`src/rtl/mult_div_unit_if.sv`:
```
// Request/result bundle between the control unit and the multiply/divide unit.
// The master drives the operation request; the slave returns HI/LO and status.
interface mult_div_unit_if #(
    parameter int WIDTH = 32
);
    logic             start;
    logic [1:0]       op;
    logic [WIDTH-1:0] a;
    logic [WIDTH-1:0] b;
    logic [WIDTH-1:0] hi;
    logic [WIDTH-1:0] lo;
    logic             busy;
    logic             done;
    logic             div_zero;

    modport master (
        output start, op, a, b,
        input  hi, lo, busy, done, div_zero
    );

    modport slave (
        input  start, op, a, b,
        output hi, lo, busy, done, div_zero
    );
endinterface

```
`src/rtl/mult_div_unit.sv`:
```
// Multicycle MULT/MULTU/DIV/DIVU unit: one shift-add or restoring shift-subtract
// step per cycle on unsigned magnitudes, then a single sign-fix cycle into HI/LO.
module mult_div_unit #(
    parameter int WIDTH = 32,
    parameter int CNT_W = $clog2(WIDTH + 1)
) (
    input  logic            clock,
    input  logic            reset,
    mult_div_unit_if.slave  bus
);

    typedef enum logic [1:0] {
        IDLE = 2'd0,
        RUN  = 2'd1,
        FIX  = 2'd2,
        DONE = 2'd3
    } state_t;

    state_t state_reg, state_next;

    logic [CNT_W-1:0] cnt_reg;
    logic             op_div_reg;
    logic             neg_res_reg;
    logic             neg_rem_reg;
    logic             zero_reg;
    logic [WIDTH-1:0] mag_reg;
    logic [WIDTH:0]   upper_reg, upper_next;
    logic [WIDTH-1:0] lower_reg, lower_next;
    logic [WIDTH-1:0] hi_reg, lo_reg;

    logic busy_c, done_c, div_zero_c, accept_c;

    // Operand decode at the start cycle
    logic             op_signed;
    logic             a_neg, b_neg;
    logic [WIDTH-1:0] mag_a, mag_b;
    logic             divisor_zero;

    assign op_signed    = ~bus.op[0];
    assign a_neg        = op_signed & bus.a[WIDTH-1];
    assign b_neg        = op_signed & bus.b[WIDTH-1];
    assign mag_a        = a_neg ? -bus.a : bus.a;
    assign mag_b        = b_neg ? -bus.b : bus.b;
    assign divisor_zero = (bus.b == '0);

    // Iteration step: multiply shifts {upper,lower} right after a conditional add,
    // divide shifts left and keeps the trial difference when it does not borrow.
    logic [WIDTH:0] add_sum;
    logic [WIDTH:0] shifted;
    logic [WIDTH:0] diff;

    assign add_sum = upper_reg + ({1'b0, mag_reg} & {(WIDTH + 1){lower_reg[0]}});
    assign shifted = {upper_reg[WIDTH-1:0], lower_reg[WIDTH-1]};
    assign diff    = shifted - {1'b0, mag_reg};

    always_comb begin
        upper_next = upper_reg;
        lower_next = lower_reg;
        if (op_div_reg) begin
            if (diff[WIDTH]) begin
                upper_next = shifted;
                lower_next = {lower_reg[WIDTH-2:0], 1'b0};
            end else begin
                upper_next = diff;
                lower_next = {lower_reg[WIDTH-2:0], 1'b1};
            end
        end else begin
            upper_next = {1'b0, add_sum[WIDTH:1]};
            lower_next = {add_sum[0], lower_reg[WIDTH-1:1]};
        end
    end

    // Sign correction applied in FIX
    logic [2*WIDTH-1:0] product, product_fixed;
    logic [WIDTH-1:0]   quot_fixed, rem_fixed;
    logic [WIDTH-1:0]   hi_next, lo_next;

    assign product       = {upper_reg[WIDTH-1:0], lower_reg};
    assign product_fixed = neg_res_reg ? -product : product;
    assign quot_fixed    = neg_res_reg ? -lower_reg : lower_reg;
    assign rem_fixed     = neg_rem_reg ? -upper_reg[WIDTH-1:0] : upper_reg[WIDTH-1:0];
    assign hi_next       = op_div_reg ? rem_fixed  : product_fixed[2*WIDTH-1:WIDTH];
    assign lo_next       = op_div_reg ? quot_fixed : product_fixed[WIDTH-1:0];

    always_ff @(posedge clock) begin
        if (reset) begin
            state_reg <= IDLE;
        end else begin
            state_reg <= state_next;
        end
    end

    always_comb begin
        state_next = state_reg;
        busy_c     = 1'b0;
        done_c     = 1'b0;
        div_zero_c = 1'b0;
        accept_c   = 1'b0;
        case (state_reg)
            IDLE: begin
                if (bus.start) begin
                    accept_c   = 1'b1;
                    state_next = (bus.op[1] && divisor_zero) ? DONE : RUN;
                end
            end
            RUN: begin
                busy_c = 1'b1;
                if (cnt_reg == CNT_W'(1)) begin
                    state_next = FIX;
                end
            end
            FIX: begin
                busy_c     = 1'b1;
                state_next = DONE;
            end
            DONE: begin
                done_c     = 1'b1;
                div_zero_c = zero_reg;
                state_next = IDLE;
            end
            default: state_next = IDLE;
        endcase
    end

    always_ff @(posedge clock) begin
        if (reset) begin
            cnt_reg     <= '0;
            op_div_reg  <= 1'b0;
            neg_res_reg <= 1'b0;
            neg_rem_reg <= 1'b0;
            zero_reg    <= 1'b0;
            mag_reg     <= '0;
            upper_reg   <= '0;
            lower_reg   <= '0;
            hi_reg      <= '0;
            lo_reg      <= '0;
        end else begin
            if (accept_c) begin
                cnt_reg     <= CNT_W'(WIDTH);
                op_div_reg  <= bus.op[1];
                neg_res_reg <= a_neg ^ b_neg;
                neg_rem_reg <= a_neg;
                zero_reg    <= bus.op[1] & divisor_zero;
                // Divide keeps the divisor and shifts the dividend; multiply the reverse
                mag_reg     <= bus.op[1] ? mag_b : mag_a;
                lower_reg   <= bus.op[1] ? mag_a : mag_b;
                upper_reg   <= '0;
            end
            if (state_reg == RUN) begin
                cnt_reg   <= cnt_reg - CNT_W'(1);
                upper_reg <= upper_next;
                lower_reg <= lower_next;
            end
            if (state_reg == FIX) begin
                hi_reg <= hi_next;
                lo_reg <= lo_next;
            end
        end
    end

    assign bus.hi       = hi_reg;
    assign bus.lo       = lo_reg;
    assign bus.busy     = busy_c;
    assign bus.done     = done_c;
    assign bus.div_zero = div_zero_c;

endmodule
```
`src/flat_wrapper.sv`:
```
// flat-port wrapper written by rule: the top's interface ports become plain ports
module mult_div_unit_flat 
#(
    parameter int WIDTH = 32,
    parameter int CNT_W = $clog2(WIDTH + 1)
)
  (clock, reset, bus_start, bus_op, bus_a, bus_b, bus_hi, bus_lo, bus_busy, bus_done, bus_div_zero);
  mult_div_unit_if #(.WIDTH(WIDTH)) bus_i ();
  input  logic clock;
  input  logic reset;
  input wire logic [$bits(bus_i.start)-1:0] bus_start;
  input wire logic [$bits(bus_i.op)-1:0] bus_op;
  input wire logic [$bits(bus_i.a)-1:0] bus_a;
  input wire logic [$bits(bus_i.b)-1:0] bus_b;
  output wire logic [$bits(bus_i.hi)-1:0] bus_hi;
  output wire logic [$bits(bus_i.lo)-1:0] bus_lo;
  output wire logic [$bits(bus_i.busy)-1:0] bus_busy;
  output wire logic [$bits(bus_i.done)-1:0] bus_done;
  output wire logic [$bits(bus_i.div_zero)-1:0] bus_div_zero;
  assign bus_i.start = bus_start;
  assign bus_i.op = bus_op;
  assign bus_i.a = bus_a;
  assign bus_i.b = bus_b;
  assign bus_hi = bus_i.hi;
  assign bus_lo = bus_i.lo;
  assign bus_busy = bus_i.busy;
  assign bus_done = bus_i.done;
  assign bus_div_zero = bus_i.div_zero;
  mult_div_unit #(.WIDTH(WIDTH), .CNT_W(CNT_W)) u_core (.clock(clock), .reset(reset), .bus(bus_i));
endmodule
```
`config.mk`:
```
export PLATFORM = sky130hd
export DESIGN_NAME = mult_div_unit_flat
export DESIGN_NICKNAME = d
export VERILOG_FILES = /design/src/rtl/mult_div_unit_if.sv /design/src/rtl/mult_div_unit.sv /design/src/flat_wrapper.sv
export SDC_FILE = /design/constraint.sdc
export NUM_CORES = 1
export LEC_CHECK = 0
export BUFFER_PORTS_ARGS = -buffer_cell sky130_fd_sc_hd__buf_4
export CAP_MARGIN = 10
export CORE_UTILIZATION = 60
export DETAILED_ROUTE_END_ITERATION = 7
export PLACE_DENSITY = 0.78
export SLEW_MARGIN = 10
export SYNTH_ARGS = -nofsm -noshare
export SYNTH_HDL_FRONTEND = slang
export SYNTH_SLANG_ARGS = --single-unit
export TNS_END_PERCENT = 30
```
`constraint.sdc`:
```
create_clock -name clock -period 11.66 [get_ports clock]
set_input_delay 2.332 -clock clock [delete_from_list [all_inputs] [get_ports clock]]
set_output_delay 2.332 -clock clock [all_outputs]
set_load 0.005 [all_outputs]
```
Word-level counts from Yosys, hierarchy flattened
Cells that the tools add are included.
{"block": "totals", "register_bits": 173, "latchBits": 0, "ramBits": 0, "mem_bits_ro": 0, "in_bits": 69, "out_inout_bits": 67, "elab_cells": 65, "mem_count": 0}
{"block": "op_classes", "n_addsub": 8, "mul": 0, "n_div": 0, "order_cmp": 0, "n_eq_ne": 6, "n_shift": 0, "mux": 28, "bitwise": 6, "reduce_logical": 6}
{"operator": "$mux 32", "count": 11}
{"operator": "$mux 33", "count": 4}
{"operator": "$neg 32->32", "count": 4}
{"operator": "$mux 64", "count": 1}
{"operator": "$neg 64->64", "count": 1}
{"operator": "$add 33x33->33", "count": 1}
{"operator": "$and 32x33->33", "count": 1}
{"operator": "$sub 33x32->33", "count": 1}
{"operator": "$logic_not 32->1", "count": 1}
{"operator": "$mux 6", "count": 2}
{"operator": "$pmux 2 s4", "count": 1}
{"operator": "$eq 6x1->1 const B", "count": 1}
{"operator": "$mux 1", "count": 6}
{"operator": "$mux 2", "count": 3}
{"operator": "$sub 6x1->6 const B", "count": 1}
{"operator": "$eq 2x2->1 const B", "count": 2}
{"operator": "$and 1x1->1", "count": 3}
{"operator": "$eq 2x1->1 const B", "count": 1}
{"operator": "$logic_not 2->1", "count": 1}
{"operator": "$ne 2x1->1 const B", "count": 1}
{"operator": "$ne 2x2->1 const B", "count": 1}
{"operator": "$reduce_and 2->1", "count": 1}
{"operator": "$reduce_bool 2->1", "count": 1}
{"operator": "$reduce_or 2->1", "count": 1}
{"operator": "other kinds (3)", "count": 3}

Logic depth before layout (Yosys ltp)
Gate-level depths: netlist of the first run.
{"block": "depth", "ltp_word": 6, "depth_mapped": 21, "mapped_depth_nobuf": 19}

Worst setup path after synthesis of the first run
No wires, ideal clock.
{"block": "synth_path", "path_kind": "input to register", "from": "input port bus_b[10]", "to": "register u_core.lower_reg[23]", "setup_time_ps": 86, "arrival_time_ps": 4419, "required_time_ps": 11574, "setup_slack_ps": 7156, "stages": 10, "path_buffers": 0, "cell_sequence": "or4_1 nor4_1 and2_1 nand2_1 o21ai_0 xnor2_1 nor2_1 a211oi_1 a211oi_1 a211oi_1"}
{"block": "synth_via", "elab_chain_len": 5}
{"item": "start: declaration", "line_no": "flat_wrapper.sv:14", "source": "input wire logic [$bits(bus_i.b)-1:0] bus_b;"}
{"item": "$neg 32->32", "line_no": "mult_div_unit.sv:43", "source": "assign mag_b = b_neg ? -bus.b : bus.b;"}
{"item": "$mux 32", "line_no": "mult_div_unit.sv:43"}
{"item": "$mux 32", "line_no": "mult_div_unit.sv:146", "source": "lower_reg <= bus.op[1] ? mag_a : mag_b;"}
{"item": "$mux 32", "line_no": "mult_div_unit.sv:138", "source": "if (accept_c) begin"}
{"item": "$mux 32", "line_no": "mult_div_unit.sv:149", "source": "if (state_reg == RUN) begin"}
{"item": "end signal: assignment", "line_no": "mult_div_unit.sv:146"}
{"item": "end signal: assignment", "line_no": "mult_div_unit.sv:152", "source": "lower_reg <= lower_next;"}
{"item": "end: declaration", "line_no": "mult_div_unit.sv:28", "source": "logic [WIDTH-1:0] lower_reg, lower_next;"}
No other way between the ends. The select of a mux whose other input is x is not followed.
A chain may end at the register's enable or synchronous reset.

Worst setup path in the final report of the first run
{"block": "layout_path", "from": "register u_core.upper_reg[8]", "to": "register u_core.upper_reg[26]"}
{"block": "layout_via", "elab_chain_len": 4, "word_cells_on_any_way": 5, "classes_between": "add/sub: 2; mux: 3"}
{"item": "start: declaration", "line_no": "mult_div_unit.sv:27", "source": "logic [WIDTH:0] upper_reg, upper_next;"}
{"item": "start signal: assignment", "line_no": "mult_div_unit.sv:151", "source": "upper_reg <= upper_next;"}
{"item": "$sub 33x32->33", "line_no": "mult_div_unit.sv:54", "source": "assign diff = shifted - {1'b0, mag_reg};"}
{"item": "$mux 33", "line_no": "mult_div_unit.sv:60", "source": "if (diff[WIDTH]) begin"}
{"item": "$mux 33 (*)", "line_no": "mult_div_unit.sv:59", "source": "if (op_div_reg) begin"}
{"item": "$mux 33 (*)", "line_no": "mult_div_unit.sv:149"}
Every way passes the cells marked *; elsewhere a longest branch is shown, timed or not.

==> results.yml, run 1 <==
run_status:
  run_status: "finished, final reports clean"
placed_design:
  dpl_cell_area_sq_um: 15400
  gp_congestion: 0.972
  io_buffers: 135
  hpwl_mm: 33.0
synthesis:
  synth_edf_count: 0
  yosys-top-cells-area: "dfxtp_1 24%, a211oi_1 7.1%, ha_1 6.7%"
  synth_cells: 1925
  yosysWarnings: 0
  synth_top_cell_by_area: "dfxtp_1"
  synth_top_flop_cell: "dfxtp_1"
  ys_seq_area_frac: 0.241
  synth_cell_type_count: 73
  synth_nets: 2073
  synth.cell_area_sq_um: 14400
  ys_ff_latch: 173
  ys_async_sr_fraction: 0
  avgSynthCellArea_sq_um: 7.46
  synth_top_cell_area_share: 0.241
clock_tree:
  numCtsBuffers: 17
  clockBufferDepth: 2
  cts_repair_resize_count: 0
  clk_pin_slew_worst_paths_ns: 0.08
  cts_hold_buf: 0
  cts_tree: "built"
  cts_sinks: 173
  htree_levels: 4
  cts-root-buf: "clkbuf_16"
  post-cts-setup-buffers: 0
  clock_latency_ns: 0.44
critical_path:
  critPathKind: "reg -> reg"
  arrival_ns: 5.45
  worstPathRequired_ns: 11.98
  end_kind: "flop"
  crit_fanout: 34
  crit_path_start_kind: "flop"
routing:
  avgViaCountPerCell: 6.31
  antenna_left: 0
  drtPass1Iterations: 5
  wl_per_cell_um: 19.2
  dr_total_vias: 14500
  drc_errors: 0
  drtIter0Drc: 1421
  drt-total-wl_mm: 44.1
sta:
  slew_violations: 0
  rsz0062_at_grt: "no"
  min_period_ns: 5.13
  setup_viol: 0
  relSlewSlack: 0.226
  period_share: 0.440
  clock-skew-final_ns: 0.0148
  clock.fmax_mhz: 195
  worst_pin_slew_ns: 1.16
  finalHoldViolations: 0
  finalSetupTns_ns: 0
die:
  design.portCount: 136
  rows: 56
  dieArea_sq_um: 24500
  start_util: 0.612
  core-area_sq_um: 23500
  die_x_um: 157
  die_h_um: 157
finish:
  diodes: 0
  largest_reg_flops: 33
  final_nets: 2115
  layout-drive-gt1-share: 0.107
  area_growth_syn_to_layout_pct: 11.8
  finish.instance_area_sq_um: 16000
pwr:
  p_comb_frac: 0.533
  p_sw_frac: 0.470
  intPower_mw: 1.81
  p_sw_mw: 1.60
  peakVddDrop_mv: 0.126
  powerDensity_nw_per_um2: 213
  seqPwrFrac: 0.292
  pwr-share-clk: 0.175
  leakagePower_nw: 6.50
grt:
  grt.overflow.total: 0
  grt_pass1_wl_mm: 68.7
  grt.total_usage: 0.357
  antenna_found_initial: 0
  grt_pass1_vias: 13000
  grt_start_max_net_pins: 81
min_path:
  min_path_type: "reg -> reg"
flow_run:
  cap_viol_max_count: 0
-- stage by stage --
stage	utilization	total power, mW	cells	worst slack, ns	hold WS (ns)
floorplan	-	2.24	1925	7.16	0.432
global placement	0.656	2.74	2267	6.59	0.442
detailed placement	0.656	2.78	2267	6.50	0.446
CTS	0.684	3.39	2299	6.62	0.456
global route	0.684	3.63	2299	6.09	0.465
finish	0.684	3.41	2299	6.53	0.456
-- cells by family after synthesis --
group	after synthesis	synth area share
AND/OR/NAND/NOR	627	0.202
AO/OA/AOI/OAI	618	0.283
buffers and inverters	186	0.0496
flip-flops	173	0.241
XOR/XNOR	167	0.102
adder cells (fa/ha/maj)	79	0.0699
multiplexers	75	0.0528
-- worst paths after layout --
kind	depth (start not counted)	from	endpoint	slack (ns)
setup / recovery	16	u_core.upper_reg[8]	u_core.upper_reg[26]	6.53
hold / removal	2	u_core.mag_reg[3]	u_core.mag_reg[3]	0.46
hold reg to reg	2	u_core.mag_reg[3]	u_core.mag_reg[3]	0.46
setup reg to reg	16	u_core.upper_reg[8]	u_core.upper_reg[26]	6.53
-- cells in the mapped netlist (24+ instances only) --
library cell  instances
mux2i_1              69
xnor2_1              73
a21o_1               42
o31ai_1              24
a211oi_1            135
nor3_1               36
ha_1                 77
inv_1                62
clkbuf_1            108
nand2_1             162
xor2_1               94
nand2b_1             24
a21oi_1             165
nand3_1              29
nor2_1              254
o21ai_0             111
o211ai_1             24
or3_1                24
dfxtp_1             173
-- layer usage --
metal / GRT usage / vias to the layer above / routed length (um)
li1: - / 7064 / -
met1: 0.483 / 6745 / 19200
met2: 0.583 / 611 / 20100
met3: 0.0432 / 83 / 3660
met4: 0.127 / 0 / 1180
met5: 0 / - / 0
-- power groups by stage --
stage | combinational (mW) | clock, mW | sequential, mW
floorplan | 1.35 | 0 | 0.891
global placement | 1.75 | 0 | 0.989
detailed placement | 1.78 | 0 | 0.997
CTS | 1.80 | 0.605 | 0.985
global route | 1.99 | 0.629 | 1.02
finish | 1.82 | 0.598 | 0.997
-- area by class of cell --
type,count,area (sq um)
clock inverters,15,214
inverters,62,233
clock buffers,17,425
repair buffers,147,1100
fillers,2034,7430
multi-input cells,1566,10200
flip-flops and latches,173,3470
well taps,319,399
-- worst max-delay path, cell delays in order (launching register included) --
cell and delay, ns:
dfxtp_1 0.58, ha_1 0.35, a21oi_1 0.18, o21ai_0 0.17, o31ai_1 0.46, a211o_1 0.19, nand2_1 0.10, a221oi_1 0.41
a21oi_1 0.17, a21o_1 0.23, a21o_1 0.21, ha_1 0.57, buf_4 0.47, nand4b_1 0.12, or3_1 0.32, o31a_1 0.10
a2111oi_0 0.35
-- cell usage in the layout (no fill, tap or decap), types with 29 or more instances in the layout --
| master | instances |
|---|---|
| nor2_1 | 254 |
| dfxtp_1 | 172 |
| a21oi_1 | 165 |
| nand2_1 | 161 |
| buf_4 | 147 |
| a211oi_1 | 135 |
| o21ai_0 | 111 |
| xor2_1 | 94 |
| ha_1 | 75 |
| xnor2_1 | 73 |
| mux2i_1 | 69 |
| inv_1 | 62 |
| a21o_1 | 42 |
| nor3_1 | 36 |
| nand3_1 | 29 |
(Power assumes the default switching activity.)
==> inputs of run 2 (changes only) <==
clock period = 5.1 ns   (was 11.66 ns; I/O delays follow)
==> run 2 against run 1 <==
  * Clock skew fell by 0.0017 ns
  * Fmax rose by 6.6%
  * Critical endpoint is now u_core.upper_reg[14]
  * Count of clock-buffer cells in the layout did not move
  * Total power rose by 130%
==> results.yml, run 2 (synthesized netlist as in run 1, its figures left out) <==
run_status:
  run_status: "finished, final reports clean"
finish:
  final_nets: 2136
  final_common_cell: "nor2_1"
  finish.instance_area_sq_um: 16200
  utilization: 0.691
  largest_reg_flops: 33
  multi_input_area_sq_um: 10200
  diodes: 0
  layout-drive-gt1-share: 0.116
  n_fill_cell: 2049
  area_growth_syn_to_layout_pct: 13.0
  seqCellArea_sq_um: 3470
  final_cell_mix: "254 x nor2_1, 172 x dfxtp_1, 167 x buf_4"
min_path:
  min_path_type: "reg -> reg"
die:
  die_x_um: 157
  die_h_um: 157
  dieArea_sq_um: 24500
  rows: 56
  start_util: 0.612
  design.portCount: 136
  core-area_sq_um: 23500
sta:
  slew_violations: 0
  period_share: 0.943
  finalHoldViolations: 0
  relSlewSlack: 0.287
  fin_ws_ns: 0.292
  worst_pin_slew_ns: 1.05
  min_period_ns: 4.81
  finalSetupTns_ns: 0
  rsz0062_at_grt: "no"
  clock-skew-final_ns: 0.0131
  setup_viol: 0
  clock.fmax_mhz: 208
clock_tree:
  cts_repair_resize_count: 0
  post-cts-setup-buffers: 0
  htree_levels: 4
  clk_pin_slew_worst_paths_ns: 0.08
  cts_tree: "built"
  clockBufferDepth: 2
  cts_sinks: 173
  clock_latency_ns: 0.44
  numCtsBuffers: 17
  cts-root-buf: "clkbuf_16"
  cts_hold_buf: 0
critical_path:
  end_kind: "flop"
  r2r_setup_slack_ns: 0.29
  critPathKind: "reg -> reg"
  worstPathRequired_ns: 5.42
  crit_path_start_kind: "flop"
  crit_fanout: 38
  arrival_ns: 5.12
routing:
  drtIter0Drc: 1476
  drt-total-wl_mm: 46.0
  avgViaCountPerCell: 6.42
  wl_per_cell_um: 19.8
  dr_total_vias: 14900
  drc_errors: 0
  antenna_left: 0
  drtPass1Iterations: 6
flow_run:
  cap_viol_max_count: 0
placed_design:
  place_ws_ns: 0.530
  gp_congestion: 0.980
  hpwl_mm: 34.7
  dpl_cell_area_sq_um: 15600
  io_buffers: 135
pwr:
  peakVddDrop_mv: 0.370
  leakagePower_nw: 6.62
  powerDensity_nw_per_um2: 490
grt:
  grt.total_usage: 0.371
  antenna_found_initial: 0
  grt_start_max_net_pins: 83
  grt_pass1_wl_mm: 71.0
  grt_pass1_vias: 13400
  grt.overflow.total: 0
==> run 2: changes by cell type in the layout (fill, tap and decap cells not counted) <==
cell / previous run / this run
buf_4: 147 / 167
buf_12: 0 / 1
clkinv_8: 8 / 5
inv_12: 3 / 5
inv_6: 3 / 2
clkinv_4: 1 / 0
inv_8: 0 / 3
==> run 2: final timing paths <==
| path | startpoint | endpoint | cells after the start |
|---|---|---|---|
| max | u_core.upper_reg[8] | u_core.upper_reg[14] | 17 |
| min | u_core.mag_reg[21] | u_core.mag_reg[21] | 2 |
| max reg2reg | u_core.upper_reg[8] | u_core.upper_reg[14] | 17 |
| min reg2reg | u_core.mag_reg[21] | u_core.mag_reg[21] | 2 |
==> run 2: layout make-up <==
| class | instances | area share |
|---|---|---|
| clock buffer | 17 | 0.0262 |
| clock inverter | 15 | 0.0132 |
| inverter | 62 | 0.0144 |
| multi-input combinational | 1566 | 0.629 |
| sequential | 173 | 0.214 |
| tap | 319 | 0.0246 |
| timing repair buffer | 168 | 0.0786 |
==> run 2: metrics by stage <==
step	hold WS (ns)	instances	power (mW)
final	0.453	2320	7.94
after global routing	0.475	2320	8.44
after CTS	0.456	2320	7.87
after detailed placement	0.447	2288	6.45
after global placement	0.443	2288	6.37
after floorplan	0.432	1925	5.13
==> run 2: worst max-delay path: stages, from the launching register on <==
cell	delay, ns
dfxtp_1	0.56
ha_1	0.35
a21oi_1	0.20
o21ai_0	0.18
o31ai_1	0.42
a211o_1	0.18
nand2_1	0.08
a221oi_1	0.48
a21oi_1	0.19
a21o_1	0.20
a21o_1	0.18
ha_1	0.49
buf_12	0.27
mux2_2	0.37
nand2_1	0.07
o21ai_0	0.12
a22oi_1	0.25
nor2_1	0.07
==> run 2: per-layer routing <==
| metal | vias up | track usage | part of all wire |
|---|---|---|---|
| met1 | 6946 | 0.483 | 0.42 |
| met2 | 729 | 0.604 | 0.45 |
| met3 | 124 | 0.0534 | 0.093 |
| met4 | 0 | 0.176 | 0.042 |
| li1 | 7087 | - | - |
| met5 | - | 0 | 0 |
==> run 2: power by group <==
| part | internal (mW) | leakage, nW | switching (mW) |
|---|---|---|---|
| Sequential | 1.73 | 1.41 | 0.511 |
| Combinational | 1.77 | 4.90 | 2.51 |
| Clock | 0.691 | 0.308 | 0.724 |
